$ cat config.mk
export PLATFORM = sky130hd
export DESIGN_NAME = alu_issue
export DESIGN_NICKNAME = d
export VERILOG_FILES = /design/src/rtl/alu_issue.sv
export SDC_FILE = /design/constraint.sdc
export NUM_CORES = 2
export LEC_CHECK = 0
export CAP_MARGIN = 5
export CORE_ASPECT_RATIO = 1.25
export CORE_MARGIN = 8
export CORE_UTILIZATION = 61
export CTS_CLUSTER_DIAMETER = 30
export DETAILED_ROUTE_END_ITERATION = 12
export PLACE_DENSITY = 0.81
export SYNTH_ARGS = -nofsm -noshare
export SYNTH_HDL_FRONTEND = slang
export SYNTH_SLANG_ARGS = --single-unit
$ cat constraint.sdc
create_clock -name clk -period 2.4 [get_ports clk]
set_input_delay 0.24 -clock clk [delete_from_list [all_inputs] [get_ports clk]]
set_output_delay 0.24 -clock clk [all_outputs]
set_load 0.02 [all_outputs]
$ cat src/rtl/alu_issue.sv
// Issue/writeback controller for the PIGRO combinational ALU.
// It accepts one instruction, drives the ALU for one cycle and writes the result back.
// The register file is internal; r0 is hardwired to zero.
module alu_issue #(
  parameter int unsigned DATA_W = 32,
  parameter int unsigned AW     = 4,
  parameter int unsigned IMM_W  = 14  // 5 + 3*AW + 1 + IMM_W must equal 32
) (
  input  logic              clk,
  input  logic              reset,
  input  logic [31:0]       instr,
  input  logic              instr_valid,
  output logic              instr_ready,
  output logic [4:0]        alu_opcode,
  output logic [DATA_W-1:0] alu_data_a,
  output logic [DATA_W-1:0] alu_data_b,
  output logic              alu_enable,
  input  logic [DATA_W-1:0] alu_result,
  input  logic              alu_overflow,
  input  logic              alu_error,
  input  logic              clear_flags,
  output logic              done,
  output logic              done_err,
  output logic              ovf_flag,
  output logic              err_flag,
  input  logic [AW-1:0]     dbg_addr,
  output logic [DATA_W-1:0] dbg_data
);

  localparam int unsigned NumRegs   = 1 << AW;
  localparam int unsigned ImmSelBit = IMM_W;
  localparam int unsigned RbLsb     = IMM_W + 1;
  localparam int unsigned RaLsb     = RbLsb + AW;
  localparam int unsigned RdLsb     = RaLsb + AW;
  localparam int unsigned OpLsb     = RdLsb + AW;

  localparam logic [4:0] OpNop = 5'd0;

  typedef enum logic [1:0] {StIdle, StExec, StWb} state_e;

  state_e              state_q, state_d;
  logic [31:0]         instr_q, instr_d;
  logic [DATA_W-1:0]   res_q, res_d;
  logic                ovf_q, ovf_d;
  logic                err_q, err_d;
  logic                ovf_flag_q, ovf_flag_d;
  logic                err_flag_q, err_flag_d;
  logic [DATA_W-1:0]   regs_q [NumRegs];
  logic [DATA_W-1:0]   regs_d [NumRegs];

  // Decoded fields of the latched instruction.
  logic [4:0]          op;
  logic [AW-1:0]       rd, ra, rb;
  logic                imm_sel;
  logic [IMM_W-1:0]    imm;
  logic [DATA_W-1:0]   imm_ext;
  logic                wb_en;

  assign op      = instr_q[OpLsb +: 5];
  assign rd      = instr_q[RdLsb +: AW];
  assign ra      = instr_q[RaLsb +: AW];
  assign rb      = instr_q[RbLsb +: AW];
  assign imm_sel = instr_q[ImmSelBit];
  assign imm     = instr_q[IMM_W-1:0];
  assign imm_ext = {{(DATA_W-IMM_W){imm[IMM_W-1]}}, imm};

  // Errored, NOP and r0-targeted instructions retire without touching the register file.
  assign wb_en = (state_q == StWb) && !err_q && (op != OpNop) && (rd != '0);

  // State register and all datapath flops; reset discards any instruction in flight.
  always_ff @(posedge clk) begin
    if (reset) begin
      state_q    <= StIdle;
      instr_q    <= '0;
      res_q      <= '0;
      ovf_q      <= 1'b0;
      err_q      <= 1'b0;
      ovf_flag_q <= 1'b0;
      err_flag_q <= 1'b0;
      for (int i = 0; i < NumRegs; i++) regs_q[i] <= '0;
    end else begin
      state_q    <= state_d;
      instr_q    <= instr_d;
      res_q      <= res_d;
      ovf_q      <= ovf_d;
      err_q      <= err_d;
      ovf_flag_q <= ovf_flag_d;
      err_flag_q <= err_flag_d;
      regs_q     <= regs_d;
    end
  end

  // Next-state logic: IDLE -> EXEC -> WB -> IDLE.
  always_comb begin
    state_d = state_q;
    unique case (state_q)
      StIdle:  if (instr_valid) state_d = StExec;
      StExec:  state_d = StWb;
      StWb:    state_d = StIdle;
      default: state_d = StIdle;
    endcase
  end

  // Datapath next values: instruction latch, ALU capture, writeback and sticky flags.
  always_comb begin
    instr_d = instr_q;
    res_d   = res_q;
    ovf_d   = ovf_q;
    err_d   = err_q;
    regs_d  = regs_q;
    if (state_q == StIdle && instr_valid) instr_d = instr;
    if (state_q == StExec) begin
      res_d = alu_result;
      ovf_d = alu_overflow;
      err_d = alu_error;
    end
    if (wb_en) regs_d[rd] = res_q;
    // Clear first so a flag raised in the same WB cycle survives.
    ovf_flag_d = clear_flags ? 1'b0 : ovf_flag_q;
    err_flag_d = clear_flags ? 1'b0 : err_flag_q;
    if (state_q == StWb) begin
      ovf_flag_d = ovf_flag_d | ovf_q;
      err_flag_d = err_flag_d | err_q;
    end
  end

  // Outputs: ALU is driven only in EXEC, otherwise held at zero.
  always_comb begin
    instr_ready = (state_q == StIdle);
    alu_enable  = 1'b0;
    alu_opcode  = '0;
    alu_data_a  = '0;
    alu_data_b  = '0;
    done        = 1'b0;
    done_err    = 1'b0;
    if (state_q == StExec) begin
      alu_enable = 1'b1;
      alu_opcode = op;
      alu_data_a = regs_q[ra];
      alu_data_b = imm_sel ? imm_ext : regs_q[rb];
    end
    if (state_q == StWb) begin
      done     = 1'b1;
      done_err = err_q;
    end
  end

  assign ovf_flag = ovf_flag_q;
  assign err_flag = err_flag_q;
  assign dbg_data = (dbg_addr == '0) ? '0 : regs_q[dbg_addr];

endmodule

==> impl_metrics.json <==
{
  "status": "complete, but fails checks",
  "violations": "setup timing",
  "min_period_ns": 3.23,
  "synthTopCellsByCount": "582 x dfxtp_1, 545 x mux2i_1, 458 x nand2b_1, 339 x nand2_1, 286 x mux4_2",
  "internal-power_uw": 22600,
  "whs_endpoint": "res_q[15]$_SDFFE_PP0N_",
  "setup_ws_ns": -0.830,
  "clock_latency_ns": 0.74,
  "syn_inst": 3188,
  "cp_slowest_cell": "mux4_2",
  "synth_largest_area_cell": "dfxtp_1",
  "arrival_ns": 2.99,
  "grt_max_degree": 73,
  "crit_chain": "buf_12, buf_12, buf_6, mux4_2, mux2_4, a221o_1, buf_6",
  "fin_crit_sh": 1.35,
  "slew_headroom": 0.513,
  "min_path_cells": 3,
  "ys.flop_type": "dfxtp_1",
  "hp-class": "input pin to flip-flop",
  "rsz0062_at_grt": "yes",
  "numCtsBuffers": 113,
  "r2r-start": "state_q[1]$_SDFFE_PP0P_",
  "met1_length_mm": 46.9,
  "dr_wl_met2_mm": 66.0,
  "layout-drive-gt1-share": 0.382,
  "fin_skew_ns": 0.0285,
  "tightest_slew_ns": 0.731,
  "cp_data_required_time_ns": 2.16,
  "drtIter0Drc": 6219,
  "clockBufferDepth": 3,
  "seq_power_share": 0.322,
  "startpoint": "instr_q[16]$_SDFFE_PP0P_",
  "slew_viol_final": 0,
  "hpwl_mm": 76.4,
  "synth_most_common_cell": "dfxtp_1",
  "syn-num-nets": 3262,
  "die_w_um": 227,
  "rows": 96,
  "wl_per_cell_um": 35.5,
  "syn-cell-area_sq_um": 33900,
  "drc": 0,
  "hold_start": "alu_result[15]",
  "die_area_sq_um": 63400,
  "crit_type": "flip-flop to output pin",
  "dr_wl_met3_mm": 24.9,
  "synth_cell_types": 46,
  "grt_pass1_wl_mm": 202,
  "cts_root_buf": "clkbuf_16",
  "initial_core_util": 0.617,
  "final_cell_count_no_fill": 4402,
  "power_frac_comb": 0.100,
  "cts_tree": "yes",
  "synth-edff-count": 0,
  "final_nets": 3634,
  "synth_seq_area_share": 0.344,
  "gp_congestion": 0.939,
  "numClockSinks": 582,
  "antenna_found_initial": 4,
  "routed.top_layer": "met5",
  "clkPwrFrac": 0.578,
  "syn_to_final_growth_pct": 33.8,
  "ys_warn_count": 0,
  "switchingPower_uw": 8050,
  "first_pass_iters": 9,
  "end_kind": "output pin",
  "slowest_delay_ns": 0.61,
  "tns_ns": -50.45,
  "numPortBuffers": 180,
  "vdd_drop_max_mv": 0.592,
  "dr_total_vias": 33947,
  "r2r-end": "regs_q[266]$_SDFFE_PP0P_",
  "r2r_slack_ns": -0.37,
  "hold_ws_ns": 0.0750,
  "avgSynthCellArea_sq_um": 10.6,
  "critPathMaxFanout": 6,
  "ff2ff_path_depth": 6,
  "power_leakage_uw": 0.0189,
  "core_area_sq_um": 54900,
  "grt_pass1_vias": 33194,
  "ant_nets": 0,
  "swShare": 0.263,
  "dieHeight_um": 279,
  "grtUsageTotal": 0.418,
  "ctsHtreeMaxLevel": 3,
  "wl_mm": 156,
  "cts.clk_slew.worst_paths_ns": 0.05,
  "crit_path_start_kind": "flip-flop",
  "drt-vias-per-instance": 7.71,
  "ios": 181,
  "setup-violations-final": 217,
  "hold_violations": 0,
  "max-cap-violations": 0,
  "overflow": 0,
  "synth_top_cell_area_share": 0.344,
  "ys_ff_latch": 582,
  "synth_area_leaders": "dfxtp_1 34%, mux4_2 19%, mux2i_1 16%, nand2b_1 8.5%, mux2_2 4.0%",
  "finalCoreUtilization": 0.826,
  "fmax_mhz": 310,
  "async_flop_share": 0,
  "place_inst": 4053,
  "pwr_density_cell_nw_per_um2": 675
}
-- worst max-delay path by stage --
stage,end,slack [ns]
floorplan,alu_data_b[0],0.20
global placement,dbg_data[27],-0.24
detailed placement,alu_data_b[26],-0.27
finish,alu_data_b[10],-0.83
CTS,alu_data_b[6],-0.59
global route,alu_data_b[10],-0.82
-- sequential cells by signal, indices dropped and copies added, names as in the netlist --
signal	cells
res_q	32
err_flag	1
ovf_q	1
regs_q	512
ovf_flag	1
instr_q	32
state_q	2
err_q	1
-- worst max-delay path: cells and delay by family (launching register included) --
kind / cells / cell delay (ns)
mux: 2 / 0.94
compound gates: 1 / 0.38
buf+inv: 4 / 0.56
flops: 1 / 0.38
-- per-layer routing --
layer,up-vias,global-route usage
met1,15784,0.460
met5,-,0
li1,12451,-
met3,1617,0.140
met4,2,0.369
met2,4093,0.639
-- cell type report --
class | instances | area [sq um]
timing repair buffer | 580 | 6390
inverter | 3 | 13.8
tap | 735 | 920
multi-input combinational | 2280 | 22000
sequential | 582 | 11800
clock inverter | 90 | 1220
antenna | 6 | 15.0
clock buffer | 126 | 2970
fill | 2495 | 9560
-- power groups by stage --
stage / clock (uW) / sequential (uW) / combinational [uW]
finish: 17700 / 9860 / 3060
CTS: 17300 / 9850 / 2640
global placement: 0 / 10000 / 2270
global route: 18100 / 9860 / 3090
floorplan: 0 / 9980 / 1330
detailed placement: 0 / 10000 / 2320
-- through the flow --
stage	setup slack (ns)	instance area [sq um]	total power (uW)
6_report	-0.830	45300	30600
5_1_grt	-0.824	45300	31000
4_1_cts	-0.593	43800	29800
3_5_place_dp	-0.265	38200	12400
3_3_place_gp	-0.238	38200	12300
2_1_floorplan	0.196	33900	11300
-- placed cells by master (no fill, tap or decap), types with 16 or more instances in the layout --
| master | n |
|---|---|
| buf_4 | 271 |
| nor2b_1 | 74 |
| dfxtp_1 | 467 |
| inv_6 | 24 |
| bufinv_16 | 22 |
| nand2_1 | 292 |
| mux2_2 | 84 |
| buf_8 | 21 |
| nand2b_1 | 457 |
| o211ai_1 | 16 |
| a21oi_1 | 132 |
| dfxtp_2 | 104 |
| nand3_1 | 20 |
| clkbuf_16 | 120 |
| clkinvlp_4 | 16 |
| nand2_2 | 36 |
| buf_6 | 100 |
| clkdlybuf4s50_1 | 70 |
| mux2i_1 | 532 |
| a221oi_1 | 32 |
| mux4_2 | 286 |
| buf_12 | 83 |
| a22oi_1 | 48 |
| mux2_4 | 35 |
-- kinds of logic after synthesis --
family,after synthesis,synth area share
flip-flops,582,0.344
buffers and inverters,326,0.0403
multiplexers,950,0.391
AND/OR/NAND/NOR,958,0.151
AO/OA/AOI/OAI,372,0.0743
-- repair_timing --
| action | in CTS | in global routing |
|---|---|---|
| endpoints found under the setup margin | 101 | 99 |
| gates resized for setup | 605 | 387 |
| pin swaps | 31 | 44 |
| hold buffers | 1 | 0 |
| gates cloned | 12 | 5 |
| endpoints found under the hold margin | 15 | 0 |
| setup buffers | 69 | 68 |
No activity file was read; power rests on OpenSTA's default activity.
